<file path="config.mk">
export PLATFORM = sky130hd
export DESIGN_NAME = mxu_seq
export DESIGN_NICKNAME = d
export VERILOG_FILES = /design/src/rtl/tensor_pkg.sv /design/src/rtl/mxu_dot.sv /design/src/rtl/mxu_seq.sv
export SDC_FILE = /design/constraint.sdc
export NUM_CORES = 2
export LEC_CHECK = 0
export BUFFER_PORTS_ARGS = -buffer_cell sky130_fd_sc_hd__buf_2
export CAP_MARGIN = 20
export CORE_MARGIN = 2
export CORE_UTILIZATION = 55
export CTS_CLUSTER_DIAMETER = 50
export DETAILED_ROUTE_END_ITERATION = 16
export GPL_TIMING_DRIVEN = 0
export PLACE_DENSITY_LB_ADDON = 0.25
export SLEW_MARGIN = 10
export SYNTH_ARGS = -nofsm -noshare
export SYNTH_HDL_FRONTEND = slang
export SYNTH_SLANG_ARGS = --single-unit
</file>
<file path="constraint.sdc">
create_clock -name clk -period 13.4 [get_ports clk]
set_clock_uncertainty 0.2 [all_clocks]
set_input_delay 2.01 -clock clk [delete_from_list [all_inputs] [get_ports clk]]
set_output_delay 2.01 -clock clk [all_outputs]
set_load 0.005 [all_outputs]
</file>
<file path="src/rtl/tensor_pkg.sv">
// Shared types and constants for the tensor datapath: element geometry,
// the matrix-multiply FSM state encoding and an element-slice helper.
package tensor_pkg;

  localparam int DATA_W   = 16;
  localparam int DIM      = 3;
  localparam int IDX_W    = 4;
  localparam int TENSOR_W = DIM * DIM * DATA_W;
  localparam int VEC_W    = DIM * DATA_W;
  localparam int PROD_W   = 2 * DATA_W;
  localparam int SUM_W    = 2 * DATA_W + 2;
  localparam int RC_W     = (DIM > 1) ? $clog2(DIM) : 1;

  localparam logic [IDX_W-1:0] LAST_IDX = IDX_W'(DIM * DIM - 1);
  localparam logic [RC_W-1:0]  LAST_RC  = RC_W'(DIM - 1);

  typedef enum logic [1:0] {
    IDLE,
    COMPUTE,
    DONE
  } mxu_state_e;

  // LSB position of element idx inside a packed vector or tensor.
  function automatic int elem_lsb(input int idx);
    return idx * DATA_W;
  endfunction

endpackage

</file>
<file path="src/rtl/mxu_dot.sv">
// Combinational DIM-term signed dot product with optional addend.
// Result reduction: saturating when MXU_SAT_EN is defined, wrapping otherwise.
module mxu_dot
  import tensor_pkg::*;
(
  input  logic [VEC_W-1:0]  row_i,
  input  logic [VEC_W-1:0]  col_i,
  input  logic [DATA_W-1:0] addend_i,
  input  logic              add_en_i,
  output logic [DATA_W-1:0] elem_o
);

  logic [PROD_W-1:0] prod [DIM];
  logic [SUM_W-1:0]  sum;

  for (genvar k = 0; k < DIM; k++) begin : g_prod
    logic [PROD_W-1:0] a_ext;
    logic [PROD_W-1:0] b_ext;
    assign a_ext = {{DATA_W{row_i[k*DATA_W + DATA_W-1]}}, row_i[k*DATA_W +: DATA_W]};
    assign b_ext = {{DATA_W{col_i[k*DATA_W + DATA_W-1]}}, col_i[k*DATA_W +: DATA_W]};
    // Sign-extended operands make the low PROD_W bits the exact signed product.
    assign prod[k] = a_ext * b_ext;
  end

  always_comb begin
    sum = add_en_i ? {{(SUM_W-DATA_W){addend_i[DATA_W-1]}}, addend_i} : '0;
    for (int k = 0; k < DIM; k++) begin
      sum = sum + {{(SUM_W-PROD_W){prod[k][PROD_W-1]}}, prod[k]};
    end
  end

`ifdef MXU_SAT_EN
  localparam logic [DATA_W-1:0] SAT_POS = {1'b0, {(DATA_W-1){1'b1}}};
  localparam logic [DATA_W-1:0] SAT_NEG = {1'b1, {(DATA_W-1){1'b0}}};

  logic fits;
  // The sum is representable when every bit above the result sign agrees with it.
  assign fits   = (&sum[SUM_W-1:DATA_W-1]) | ~(|sum[SUM_W-1:DATA_W-1]);
  assign elem_o = fits ? sum[DATA_W-1:0] : (sum[SUM_W-1] ? SAT_NEG : SAT_POS);
`else
  assign elem_o = DATA_W'(sum);
`endif

endmodule

</file>
<file path="src/rtl/mxu_seq.sv">
// Sequential 3x3 signed matrix multiply C = A*B (+ addend), one element per cycle.
// MXU_SAT_EN selects saturating instead of wrapping element reduction.
module mxu_seq
  import tensor_pkg::*;
(
  input  logic                clk,
  input  logic                reset,
  input  logic                start,
  input  logic                accumulate,
  input  logic [TENSOR_W-1:0] a_in,
  input  logic [TENSOR_W-1:0] b_in,
  input  logic [TENSOR_W-1:0] c_in,
  output logic                busy,
  output logic                done,
  output logic [IDX_W-1:0]    elem_idx,
  output logic [TENSOR_W-1:0] mxu_out
);

  mxu_state_e          state_q, state_d;
  logic [IDX_W-1:0]    idx_q, idx_d;
  logic [RC_W-1:0]     row_q, row_d;
  logic [RC_W-1:0]     col_q, col_d;
  logic                acc_q, acc_d;
  logic                done_q, done_d;
  logic [TENSOR_W-1:0] a_q, a_d;
  logic [TENSOR_W-1:0] b_q, b_d;
  logic [TENSOR_W-1:0] c_q, c_d;
  logic [TENSOR_W-1:0] res_q, res_d;
  logic [TENSOR_W-1:0] out_q, out_d;

  logic [VEC_W-1:0]    row_vec;
  logic [VEC_W-1:0]    col_vec;
  logic [DATA_W-1:0]   addend;
  logic [DATA_W-1:0]   dot_elem;

  // Route row r of A and column c of B into the single dot-product unit.
  always_comb begin
    row_vec = '0;
    col_vec = '0;
    for (int k = 0; k < DIM; k++) begin
      row_vec[elem_lsb(k) +: DATA_W] = a_q[elem_lsb(int'(row_q) * DIM + k) +: DATA_W];
      col_vec[elem_lsb(k) +: DATA_W] = b_q[elem_lsb(k * DIM + int'(col_q)) +: DATA_W];
    end
  end

  assign addend = c_q[elem_lsb(int'(idx_q)) +: DATA_W];

  mxu_dot u_dot (
    .row_i    (row_vec),
    .col_i    (col_vec),
    .addend_i (addend),
    .add_en_i (acc_q),
    .elem_o   (dot_elem)
  );

  always_comb begin
    // NOTE: every variable gets a default before the case, so no path can infer a latch.
    state_d = state_q;
    idx_d   = idx_q;
    row_d   = row_q;
    col_d   = col_q;
    acc_d   = acc_q;
    a_d     = a_q;
    b_d     = b_q;
    c_d     = c_q;
    res_d   = res_q;
    out_d   = out_q;
    done_d  = 1'b0;

    unique case (state_q)
      IDLE: begin
        if (start) begin
          a_d     = a_in;
          b_d     = b_in;
          c_d     = c_in;
          acc_d   = accumulate;
          idx_d   = '0;
          row_d   = '0;
          col_d   = '0;
          state_d = COMPUTE;
        end
      end
      COMPUTE: begin
        res_d[elem_lsb(int'(idx_q)) +: DATA_W] = dot_elem;
        if (idx_q == LAST_IDX) begin
          state_d = DONE;
        end else begin
          idx_d = idx_q + IDX_W'(1);
          if (col_q == LAST_RC) begin
            col_d = '0;
            row_d = row_q + RC_W'(1);
          end else begin
            col_d = col_q + RC_W'(1);
          end
        end
      end
      DONE: begin
        out_d   = res_q;
        done_d  = 1'b1;
        state_d = IDLE;
      end
      default: state_d = IDLE;
    endcase
  end

  // NOTE: operand and result registers are reset too, so a post-reset read of mxu_out is zero.
  always_ff @(posedge clk or negedge reset) begin
    if (!reset) begin
      state_q <= IDLE;
      idx_q   <= '0;
      row_q   <= '0;
      col_q   <= '0;
      acc_q   <= 1'b0;
      done_q  <= 1'b0;
      a_q     <= '0;
      b_q     <= '0;
      c_q     <= '0;
      res_q   <= '0;
      out_q   <= '0;
    end else begin
      // NOTE: non-blocking assignments so all registers update from the same pre-edge values.
      state_q <= state_d;
      idx_q   <= idx_d;
      row_q   <= row_d;
      col_q   <= col_d;
      acc_q   <= acc_d;
      done_q  <= done_d;
      a_q     <= a_d;
      b_q     <= b_d;
      c_q     <= c_d;
      res_q   <= res_d;
      out_q   <= out_d;
    end
  end

  assign busy     = (state_q != IDLE);
  assign done     = done_q;
  assign elem_idx = (state_q == COMPUTE) ? idx_q : '0;
  assign mxu_out  = out_q;

endmodule

</file>
## Word level (Yosys, flattened, before mapping)

Index checks and enable logic that the tools add are counted.

- Register bits after elaboration: 732
- Input port bits: 436

- $mul: 4
- Add/sub/neg operators: 11
- Shift-type cells: 9
- Mux-type cells: 17
- Equal/unequal tests: 8
- Reduce and logical (&&, ||, !) cells: 7

Operators by type and width:

| cell | count |
|---|---|
| 144-bit by 9-bit variable part select with 16-bit output | 3 |
| 144-bit bitwise mux | 1 |
| 16-bit by 33-bit variable shift with 144-bit output (first input constant) | 1 |
| 144-bit by 10-bit variable part select with 16-bit output | 1 |
| 144-bit by 32-bit variable part select with 16-bit output | 1 |
| 144-bit by 7-bit variable part select with 16-bit output | 1 |
| 144-bit by 8-bit variable part select with 16-bit output | 1 |
| 16-bit by 33-bit variable part select with 144-bit output | 1 |
| 16-bit adder | 3 |
| 16-bit by 16-bit multiplier with 16-bit output | 3 |
| 8-bit negator with 33-bit output | 1 |
| 28-bit by 2-bit adder with 28-bit output (second input constant) | 1 |
| 16-bit two-way mux | 1 |
| 2-bit two-way mux | 7 |
| 4-bit two-way mux | 3 |
| 2-bit one-hot mux with 2 select lines | 3 |
| 2-bit != test (second input constant) | 4 |
| 4-bit one-hot mux with 2 select lines | 1 |
| 4-bit by 2-bit adder with 5-bit output (second input constant) | 1 |
| 2-bit by 1-bit adder with 2-bit output (second input constant) | 2 |
| 3-bit by 2-bit adder with 4-bit output (first input constant) | 1 |
| 4-bit by 1-bit adder with 4-bit output (second input constant) | 1 |
| 2-bit == test (second input constant) | 2 |
| 4-bit == test (second input constant) | 1 |
| other kinds (9) | 11 |

## Logic depth before layout (Yosys ltp)

- Depth after elaboration: 8
- Gate-level depth with buffers: 37
- Depth with buffers taken out: 31

## Cells and area by module

From an unflattened synthesis, not the netlist that was laid out.

- Cell total of the unflattened synthesis: 3,860
- Area total of the unflattened synthesis: 44,164.9 µm²

By module, submodules not included:

| module | times used | area an instance (µm²) | seq. area each (µm²) | cells each |
|---|---|---|---|---|
| mxu_seq | 1 | 31,245.0 | 18,317.6 | 2,425 |
| mxu_dot | 1 | 12,919.9 | 0.0 | 1,435 |

## Worst setup path before layout

No wires, ideal clock.

- Path type: reg-to-reg
- Start: register col_q[1]
- End: register res_q[110]
- Slack: 4.435 ns
- Stages on the path, launching flop included: 35
- Buffers on the path: 7
- Arrival time: 8.611 ns
- Required time: 13.046 ns
- Path through: dfrtp_1 > buf_4 > buf_6 > buf_6 > buf_6 > buf_6 > clkbuf_1 > mux2i_1 > nand2_1 > o21ai_1 > nor2_1 > fa_1 > inv_1 > fa_1 > inv_1 > fa_1 > inv_1 > fa_1 > inv_1 > fa_1 > inv_1 > fa_1 > inv_1 > fa_1 > fa_1 > inv_1 > fa_1 > inv_1 > ha_1 > a21oi_1 > o21bai_1 > a2111oi_0 > o21ba_2 > clkbuf_1 > o31ai_1

- Word-level cells in the longest chain between the ends: 7
- Elaborated cells between the ends (all ways): 13

RTL lines:

| what | RTL line | source |
|---|---|---|
| start, declared | mxu_seq.sv:22 | `logic [RC_W-1:0] col_q, col_d;` |
| start signal, assigned | mxu_seq.sv:125 | `col_q <= col_d;` |
| 144-bit by 7-bit variable part select with 16-bit output or 2-bit by 2-bit adder with 3-bit output (tied branches) | mxu_seq.sv:42 | `col_vec[elem_lsb(k) +: DATA_W] = b_q[elem_lsb(k * DIM + int'(col_q)) +: DATA_W];` |
| 16-bit by 16-bit multiplier with 16-bit output or 144-bit by 8-bit variable part select with 16-bit output (tied branches) | mxu_dot.sv:22, mxu_seq.sv:42 |  |
| 16-bit adder or 16-bit by 16-bit multiplier with 16-bit output (tied branches) | mxu_dot.sv:28, mxu_dot.sv:22 |  |
| 16-bit adder | mxu_dot.sv:28 | `sum = sum + {{(SUM_W-PROD_W){prod[k][PROD_W-1]}}, prod[k]};` |
| 16-bit adder (*) | mxu_dot.sv:28 |  |
| 16-bit by 33-bit variable part select with 144-bit output (*) | mxu_seq.sv:84 | `res_d[elem_lsb(int'(idx_q)) +: DATA_W] = dot_elem;` |
| 144-bit bitwise mux (*) | mxu_seq.sv:84 |  |
| end signal, assigned | mxu_seq.sv:131 | `res_q <= res_d;` |
| end, declared | mxu_seq.sv:28 | `logic [TENSOR_W-1:0] res_q, res_d;` |

Mark *: on every way between the ends. The rest lies on a longest branch, timed or not.
A chain may end at the register's enable or synchronous reset.

## Worst setup path in the final report

- Start: register row_q[0]
- End: register res_q[110]

- Word-level cells in the longest chain between the ends: 8
- Elaborated cells between the ends (all ways): 14

RTL lines:

| what | RTL line | source |
|---|---|---|
| start, declared | mxu_seq.sv:21 | `logic [RC_W-1:0] row_q, row_d;` |
| start signal, assigned | mxu_seq.sv:124 | `row_q <= row_d;` |
| 2-bit by 2-bit multiplier with 4-bit output (*) | mxu_seq.sv:41 | `row_vec[elem_lsb(k) +: DATA_W] = a_q[elem_lsb(int'(row_q) * DIM + k) +: DATA_W];` |
| 28-bit by 2-bit adder with 28-bit output or 144-bit by 9-bit variable part select with 16-bit output (tied branches) | mxu_seq.sv:41 |  |
| 144-bit by 32-bit variable part select with 16-bit output or 16-bit by 16-bit multiplier with 16-bit output (tied branches) | mxu_seq.sv:41, mxu_dot.sv:22 |  |
| 16-bit by 16-bit multiplier with 16-bit output or 16-bit adder (tied branches) | mxu_dot.sv:22, mxu_dot.sv:28 |  |
| 16-bit adder | mxu_dot.sv:28 |  |
| 16-bit adder (*) | mxu_dot.sv:28 |  |
| 16-bit by 33-bit variable part select with 144-bit output (*) | mxu_seq.sv:84 |  |
| 144-bit bitwise mux (*) | mxu_seq.sv:84 |  |

Marks and branches as above.

==> flow_summary.ini <==
[floorplanning]
io_pins = 586
die_h_um = 285
die_area_mm2 = 0.0815
start_util_pct = 55.3
fp.dieW_um = 285
row_count = 103
core_area_mm2 = 0.0787

[sta]
timing.slew.headroom_pct = 17.5
tightest_slew_ps = 1240
hold_viol = 0
slew_viol_final = 0
fmax_mhz = 91.3
setup_tns_ps = 0
setup_viol = 0
rsz0062_at_grt = false
period_share_pct = 81.7
period_needed_ps = 10950
finalWorstSetupSlack_ps = 2450

[cells_and_area]
fin_util_pct = 65.1
layout.nets = 5456
drive_above_1_share_pct = 28.8
syn2layout_area_growth_pct = 17.7
finalNonFillerCells = 5715
final_cell_mix = nand2_1 (786), dfrtp_1 (732), buf_2 (591), mux2_2 (454), inv_1 (399)
final_common_cell = nand2_1

[synthesis]
synth_cell_types = 57
synth_area_leader_cell = dfrtp_1
synth_top_area_share_pct = 42.0
synthCells = 3878
syn-num-nets = 4769
synthArstFlopShare_pct = 100
synth_area_leaders = dfrtp_1 (42%), fa_1 (14%), mux2_2 (12%)
yosys_warnings = 0
yosysSeqAreaShare_pct = 42.0
synth-seq-cells = 732
synth_area_mm2 = 0.0436
synth-edff-count = 0
synth-main-ff-cell = dfrtp_1
syn_area_per_cell_um2 = 11.2

[place]
post-place-cells = 5526
pre_cts_slack_ps = 2530
portBuffers = 585
finalWeightedCongestion = 0.993
hpwl_mm = 106

[cts]
cts_tree = built
cts_resized = 0
cts_buffers = 86
h-tree-depth = 3
root_buffer = clkbuf_16
post-cts-setup-buffer-count = 0
cts_sinks = 732
hold_buffers = 0
clkLatencyLatePin_ps = 660
clockBufferDepth = 3
cts.clk_slew.worst_paths_ps = 60

[setup_path]
crit_path_top_delay_cell = clkbuf_1
ff2ff_setup_slack_ps = 2450
critical_path_class = reg -> reg
arrival_ps = 11240
critPathMaxFanout = 10
worstReg2RegStart = row_q[0]
cp-end-kind = flop
cpPeakStageDelay_ps = 710
r2r-end = res_q[110]
r2r_cells = 33
worstPathRequired_ps = 13690
start_kind = flop

[route]
dr.pass1.iters = 5
initialDrtViolationCount = 2542
routedWlPerCell_um = 23.5
dr_total_vias = 31945
drc = 0
vias_per_cell = 5.59
wl_mm = 134
ant_nets = 0

[min_path]
hold_depth = 2
min-delay-start = res_q[64]
whs_endpoint = mxu_out[64]
hp-class = reg -> reg

[global_route]
grt_pass1_vias = 32449
grt_pass1_wl_mm = 199
grt-ovfl-total = 0
antenna_found_initial = 39
grt_max_degree = 105
gr-usage-all-layers_pct = 32.8

[flow_run]
maxCapViolations = 0

[run_status]
outcome = completed
-- cells by family (layout without fill, tap and decap cells) --
| logic type | Yosys count | after routing | share of synthesized area (%) |
|---|---|---|---|
| other cells | 0 | 30 | 0 |
| simple gates | 1122 | 1122 | 10.5 |
| flops | 732 | 732 | 42.0 |
| compound gates | 266 | 266 | 3.63 |
| buf+inv | 581 | 1338 | 5.47 |
| mux | 617 | 617 | 17.7 |
| xor+xnor | 105 | 105 | 2.42 |
| fa+ha+maj | 455 | 455 | 18.3 |
-- through the flow --
stage               cell area, um^2  hold slack [ps]
finish                        51300              264
global route                  51300              285
CTS                           51200              256
detailed placement            48100              250
global placement              47800              244
floorplan                     43600              233
-- synthesized netlist by cell type (9+ instances only) --
cell,instances
a211oi_1,15
a21o_1,10
a21oi_1,48
and2_1,63
buf_1,12
buf_4,11
buf_6,16
clkbuf_1,132
dfrtp_1,732
fa_1,301
ha_1,154
inv_1,399
mux2_1,10
mux2_2,454
mux2i_1,77
mux4_2,73
nand2_1,786
nand2b_1,25
nor2_1,182
nor2b_1,34
o21ai_0,136
o21ai_1,9
o2bb2ai_1,17
o31ai_1,14
xnor2_1,76
xor2_1,18
-- critical path, delay by kind of cell (launching register included) --
kind	cells	cell delay [ps]
flip-flops	1	390
AND/OR/NAND/NOR	2	240
adder cells (fa/ha/maj)	11	5160
buffers and inverters	14	2750
AO/OA/AOI/OAI	5	1530
multiplexers	1	520
-- registers in the layout, summed over array words and instances (netlist names), 2 cells and up --
name and cells:
a_q 144, mxu_out 144, col_q 2, row_q 2, state_q 2, c_q 144, idx_q 4, res_q 144
b_q 144
-- metal layers --
metal | up-vias | share of wire, % | global-route usage (%)
li1 | 13969 | - | -
met4 | 24 | 3.8 | 12.6
met1 | 16381 | 41 | 45.2
met5 | - | 0.10 | 0
met2 | 1303 | 48 | 52.1
met3 | 268 | 7.3 | 6.09
-- cell type report --
cell class                 count  area, um^2
antenna                       30        75.1
buffer                       179         873
clock buffer                 117        2450
clock inverter                41         644
fill                        6193       27500
inverter                     402        1510
multi-input combinational   2565       22900
sequential                   732       18300
tap                         1050        1310
timing repair buffer         599        3210
-- worst max-delay path by stage --
| stage | to | from | cells after the start |
|---|---|---|---|
| floorplan | res_q[110] | col_q[1] | 34 |
| global placement | a_q[121] | reset | 1 |
| detailed placement | res_q[110] | row_q[0] | 33 |
| CTS | res_q[126] | row_q[0] | 33 |
| global route | res_q[62] | col_q[1] | 34 |
| finish | res_q[110] | row_q[0] | 33 |
Power is left out: the tool's default activity adds up to more than one toggle a clock period on the data nets, which glitch-free logic cannot reach.
